File: src/rtl/dut_cordic_vectoring.sv
// Pipelined vectoring-mode CORDIC: (x, y) -> atan2(y, x) in sfix20_En12 and magnitude in ufix16_En13.
// Define GAIN_COMP_EN to add a 1/K scaling stage so mag_out is the true magnitude (+1 cycle latency).
module dut_cordic_vectoring_stage #(
  parameter int DW    = 21,
  parameter int ZW    = 24,
  parameter int SHIFT = 0,
  parameter logic signed [ZW-1:0] ATAN = '0
) (
  input  logic                 clk,
  input  logic signed [DW-1:0] x_prev,
  input  logic signed [DW-1:0] y_prev,
  input  logic signed [ZW-1:0] z_prev,
  output logic signed [DW-1:0] x_next,
  output logic signed [DW-1:0] y_next,
  output logic signed [ZW-1:0] z_next
);
  logic signed [DW-1:0] x_sh, y_sh;

  assign x_sh = x_prev >>> SHIFT;
  assign y_sh = y_prev >>> SHIFT;

  always_ff @(posedge clk) begin
    if (!y_prev[DW-1]) begin
      x_next <= x_prev + y_sh;
      y_next <= y_prev - x_sh;
      z_next <= z_prev + ATAN;
    end else begin
      x_next <= x_prev - y_sh;
      y_next <= y_prev + x_sh;
      z_next <= z_prev - ATAN;
    end
  end
endmodule

module dut_cordic_vectoring #(
  parameter int ITERATIONS = 16,
  parameter int GUARD_W    = 4
) (
  input  logic        clk,
  input  logic        reset,
  input  logic [14:0] x_in,
  input  logic [14:0] y_in,
  input  logic        enable_in,
  output logic [19:0] angle_out,
  output logic [15:0] mag_out,
  output logic        valid_out
);
  localparam int DW = 17 + GUARD_W;
  localparam int ZW = 24;
`ifdef GAIN_COMP_EN
  localparam int STAGES = ITERATIONS + 1;
`else
  localparam int STAGES = ITERATIONS;
`endif
  localparam logic signed [ZW-1:0] PI_Z    = 24'sd3294199;
  localparam logic signed [ZW-1:0] Z_HALF  = 24'sd128;
  localparam logic signed [15:0]   ANG_MAX = 16'sd12868;
  localparam logic signed [DW:0]   X_HALF  = (DW+1)'(1 << (GUARD_W - 1));
  localparam logic signed [17:0]   MAG_MAX = 18'sd65535;

  // atan(2^-k) at En20, round-to-nearest; beyond k=6 it equals 2^(20-k) after rounding
  function automatic logic signed [ZW-1:0] atan_rom(input int k);
    case (k)
      0:       atan_rom = 24'sd823550;
      1:       atan_rom = 24'sd486170;
      2:       atan_rom = 24'sd256879;
      3:       atan_rom = 24'sd130396;
      4:       atan_rom = 24'sd65451;
      5:       atan_rom = 24'sd32757;
      6:       atan_rom = 24'sd16383;
      default: atan_rom = 24'(32'sd1 <<< (20 - k));
    endcase
  endfunction

  localparam logic signed [ZW-1:0] ATAN_LAST = atan_rom(ITERATIONS - 1);

  logic [STAGES:0]                vld_pipe, zro_pipe;
  logic [ITERATIONS-1:0][DW-1:0]  x_pipe, y_pipe;
  logic [ITERATIONS-1:0][ZW-1:0]  z_pipe;
  logic signed [DW-1:0]           x_ext, y_ext, x0, y0;
  logic signed [ZW-1:0]           z0;

  assign x_ext = {{2{x_in[14]}}, x_in, {GUARD_W{1'b0}}};
  assign y_ext = {{2{y_in[14]}}, y_in, {GUARD_W{1'b0}}};

  always_ff @(posedge clk) begin
    if (reset) begin
      vld_pipe <= '0;
      zro_pipe <= '0;
    end else begin
      vld_pipe <= {vld_pipe[STAGES-1:0], enable_in};
      zro_pipe <= {zro_pipe[STAGES-1:0], (x_in == 15'd0) && (y_in == 15'd0)};
    end
  end

  // Left half-plane is folded into the right by a 180-degree pre-rotation
  always_ff @(posedge clk) begin
    if (x_in[14]) begin
      x0 <= -x_ext;
      y0 <= -y_ext;
      z0 <= y_in[14] ? -PI_Z : PI_Z;
    end else begin
      x0 <= x_ext;
      y0 <= y_ext;
      z0 <= '0;
    end
  end

  assign x_pipe[0] = x0;
  assign y_pipe[0] = y0;
  assign z_pipe[0] = z0;

  for (genvar i = 1; i < ITERATIONS; i++) begin : g_stage
    dut_cordic_vectoring_stage #(
      .DW(DW), .ZW(ZW), .SHIFT(i - 1), .ATAN(atan_rom(i - 1))
    ) u_stage (
      .clk   (clk),
      .x_prev(x_pipe[i-1]),
      .y_prev(y_pipe[i-1]),
      .z_prev(z_pipe[i-1]),
      .x_next(x_pipe[i]),
      .y_next(y_pipe[i]),
      .z_next(z_pipe[i])
    );
  end

  // Final micro-rotation keeps only X and Z; the residual Y is never consumed
  logic signed [DW-1:0] x_l, y_l, x_cor;
  logic signed [ZW-1:0] z_l, z_cor;

  assign x_l = x_pipe[ITERATIONS-1];
  assign y_l = y_pipe[ITERATIONS-1];
  assign z_l = z_pipe[ITERATIONS-1];

  always_ff @(posedge clk) begin
    if (!y_l[DW-1]) begin
      x_cor <= x_l + (y_l >>> (ITERATIONS - 1));
      z_cor <= z_l + ATAN_LAST;
    end else begin
      x_cor <= x_l - (y_l >>> (ITERATIONS - 1));
      z_cor <= z_l - ATAN_LAST;
    end
  end

  logic signed [DW-1:0] x_fin;
  logic signed [ZW-1:0] z_fin;

`ifdef GAIN_COMP_EN
  localparam logic signed [18:0]    INV_K  = 19'sd79594;
  localparam logic signed [DW+18:0] P_HALF = (DW+19)'(65536);
  logic signed [DW+18:0] prod;
  logic signed [DW-1:0]  x_comp;
  logic signed [ZW-1:0]  z_comp;

  assign prod = (DW+19)'(x_cor) * (DW+19)'(INV_K) + P_HALF;

  always_ff @(posedge clk) begin
    x_comp <= DW'(prod >>> 17);
    z_comp <= z_cor;
  end

  assign x_fin = x_comp;
  assign z_fin = z_comp;
`else
  assign x_fin = x_cor;
  assign z_fin = z_cor;
`endif

  logic signed [ZW-1:0] z_rnd;
  logic signed [15:0]   ang_full, ang_sat;
  logic signed [DW:0]   x_rnd;
  logic signed [17:0]   mag_full;
  logic [15:0]          mag_sat;

  assign z_rnd    = z_fin + Z_HALF;
  assign ang_full = 16'(z_rnd >>> 8);
  assign x_rnd    = {x_fin[DW-1], x_fin} + X_HALF;
  assign mag_full = 18'(x_rnd >>> GUARD_W);

  // (0,0) has no defined direction; the zero flag pins its angle to 0
  always_comb begin
    ang_sat = ang_full;
    if (ang_full > ANG_MAX)       ang_sat = ANG_MAX;
    else if (ang_full < -ANG_MAX) ang_sat = -ANG_MAX;
    if (zro_pipe[STAGES])         ang_sat = '0;
  end

  always_comb begin
    mag_sat = mag_full[15:0];
    if (mag_full[17])             mag_sat = '0;
    else if (mag_full > MAG_MAX)  mag_sat = 16'hFFFF;
  end

  always_ff @(posedge clk) begin
    if (reset) begin
      valid_out <= 1'b0;
      angle_out <= '0;
      mag_out   <= '0;
    end else begin
      valid_out <= vld_pipe[STAGES];
      if (vld_pipe[STAGES]) begin
        angle_out <= {{4{ang_sat[15]}}, ang_sat};
        mag_out   <= mag_sat;
      end
    end
  end
endmodule

File: config.mk
export PLATFORM = sky130hd
export DESIGN_NAME = dut_cordic_vectoring
export DESIGN_NICKNAME = d
export VERILOG_FILES = /design/src/rtl/dut_cordic_vectoring.sv
export SDC_FILE = /design/constraint.sdc
export NUM_CORES = 2
export LEC_CHECK = 0
export ABC_CLOCK_PERIOD_IN_PS = 4500
export BUFFER_PORTS_ARGS = -buffer_cell sky130_fd_sc_hd__clkbuf_2
export CORE_MARGIN = 4
export CORE_UTILIZATION = 39
export DETAILED_ROUTE_END_ITERATION = 7
export SLEW_MARGIN = 20
export SYNTH_ARGS = -nofsm -noshare
export SYNTH_HDL_FRONTEND = slang
export SYNTH_HIERARCHICAL = 1
export SYNTH_SLANG_ARGS = --single-unit
File: constraint.sdc
create_clock -name clk -period 4.5 [get_ports clk]
set_input_delay 0.45 -clock clk [delete_from_list [all_inputs] [get_ports clk]]
set_output_delay 0.45 -clock clk [all_outputs]
set_load 0.03 [all_outputs]
==> out/qor.csv <==
stage;metric;value;unit
routing;viasPerCell;5.51;
cells_and_area;finalNetCount;10300;
timing;fin_crit;3.91;ns
worst_hold_path;hold_class;in -> reg;
routing;wl;202000;um
timing;final-hold-violation-count;0;
yosys;syn_inst;9101;
cts;path_clk_slew;0.06;ns
cts;cts_sinks;1068;
critical_path;critPathSlowestCell;or4_4;
critical_path;slowest_delay;0.55;ns
cts;max-clock-path-buffers;3;
timing;final-setup-viol-count;0;
critical_path;worst_path_dominant_cell_family;simple AND/OR/NAND/NOR gates;
critical_path;cpMostUsedCell;nand2_1;
cells_and_area;fillers;19600;
die;die_y;456;um
cells_and_area;drive_gt1_frac;0.0618;
critical_path;worst-endpoint-arrival;4.55;ns
die;std_cell_rows;164;
die;core_area;200000;um^2
die;start_util;0.392;
global_routing;use_met2;0.312;
timing;worst_pin_slew;0.951;ns
critical_path;critPathMaxFanout;5;
place;portBuffers;69;
timing;fin_skew;0.0378;ns
cts;cts_made_buffers;121;
cts;postCtsResizedCells;0;
global_routing;overflow;0;
cts;htreeDepth;3;
timing;finalCritPeriodShare;0.870;
die;die-area;208000;um^2
routing;drc;0;
critical_path;crit_chain;or4_4, or3_4, nor4_1, nand2_1, o31a_1, xnor2_1, ha_1, nor3_1, o21ai_0, nand2_1, a21boi_0, nor4b_1, or3b_2;
timing;timing.slew.headroom;0.365;
run_status;status;completed;
critical_path;required;5.14;ns
global_routing;grt.total_usage;0.186;
global_routing;grt_max_degree;43;
routing;final_antenna_net_count;0;
yosys;synth_area_per_cell;8.60;um^2
routing;wl_per_cell;16.9;um
routing;drt_pre_antenna_iters;6;
global_routing;busiest_layer;met2;
timing;fmax;256;MHz
cts;cts-root-buf;clkbuf_16;
global_routing;grt_pass1_vias;63200;
cells_and_area;area_growth;10.4;%
place;place_congestion;0.898;
critical_path;crit_type;reg -> reg;
global_routing;antenna_found_initial;1;
critical_path;cp-start-kind;flip-flop;
cts;worstSkewPairLatency;0.76;ns
yosys;synth_warnings;6;
global_routing;met1_usage;0.254;
place;hpwl;161000;um
routing;vias;65900;
die;fp.dieW;456;um
timing;rsz0062_at_grt;no;
yosys;syn_area;78300;um^2
critical_path;cp_num_buf_inv;0;
critical_path;critPathCaptureType;flip-flop;
die;ioPinCount;70;
timing;tns;0;ns
cts;cts_tree;yes;
cts;cts_setup_buffers;0;
flow_run;cap_violations;0;
timing;slew_viol_final;0;
global_routing;grt_pass1_wl;328000;um
global_routing;met3_usage;0.0220;
routing;drtIter0Drc;4320;
sequential cells by signal (all words and copies together), names as in the netlist:
| register | flops |
|---|---|
| z_cor | 17 |
| mag_out | 16 |
| x_cor | 18 |
| g_stage.u_stage/z_next | 315 |
| zro_pipe | 17 |
| vld_pipe | 17 |
| angle_out | 16 |
| valid_out | 1 |
| y0 | 17 |
| g_stage.u_stage/x_next | 314 |
| z0 | 3 |
| g_stage.u_stage/y_next | 300 |
| x0 | 17 |
layout by cell type, fill, tap and decap left out, types with 125 or more instances in the layout:
| cell | instances |
|---|---|
| dfxtp_1 | 1065 |
| ha_1 | 1010 |
| a21oi_1 | 848 |
| nor2_1 | 739 |
| xnor2_1 | 713 |
| nand2_1 | 537 |
| o21ai_0 | 421 |
| inv_1 | 412 |
| xor2_1 | 403 |
| a21o_1 | 327 |
| nor3_1 | 226 |
| nand3_1 | 173 |
| nor2b_1 | 127 |
| a31oi_1 | 125 |
cell type report:
| class | count | area, um^2 | share of cell area |
|---|---|---|---|
| multi-input combinational | 7452 | 54600 | 0.632 |
| sequential | 1068 | 21400 | 0.248 |
| tap | 2656 | 3320 | 0.0385 |
| clock buffer | 147 | 3320 | 0.0384 |
| inverter | 416 | 1560 | 0.0181 |
| clock inverter | 81 | 1130 | 0.0131 |
| timing repair buffer | 147 | 1020 | 0.0119 |
| antenna | 4 | 10.0 | 0.000116 |
final timing paths:
path                                       from                             to  slack (ns)  depth (start not counted)
setup / recovery   g_stage[3].u_stage/y_next[9]  g_stage[4].u_stage/x_next[18]        0.59                         13
hold / removal                            reset                      valid_out        0.14                          2
setup reg to reg   g_stage[3].u_stage/y_next[9]  g_stage[4].u_stage/x_next[18]        0.59                         13
hold reg to reg   g_stage[11].u_stage/z_next[6]  g_stage[12].u_stage/z_next[6]        0.33                          0
stage by stage:
| step | hold slack, ns | setup slack (ns) | area (um^2) | instances | utilization |
|---|---|---|---|---|---|
| 6_report | 0.137 | 0.587 | 86400 | 12000 | 0.433 |
| 5_1_grt | 0.107 | 0.404 | 86300 | 12000 | 0.432 |
| 4_1_cts | 0.0631 | 0.647 | 86300 | 12000 | 0.432 |
| 3_5_place_dp | 0.312 | 0.689 | 81500 | 11700 | 0.408 |
| 3_3_place_gp | 0.310 | 0.576 | 81500 | 11700 | 0.408 |
| 2_1_floorplan | 0.310 | 0.897 | 78400 | 9128 | - |
routing by layer:
| metal | share of wire | wire length (um) |
|---|---|---|
| met1 | 0.48 | 96300 |
| met2 | 0.46 | 92900 |
| met3 | 0.039 | 7840 |
| met4 | 0.024 | 4820 |
| met5 | 0 | 0 |
repair_timing:
| action | in CTS | in global routing |
|---|---|---|
| hold buffers | 37 | 0 |
| endpoints found under the hold margin | 33 | 0 |
| setup endpoints to repair | 0 | 0 |
Power is left out: the tool's default activity adds up to more than one toggle a clock period on the data nets, which glitch-free logic cannot reach.
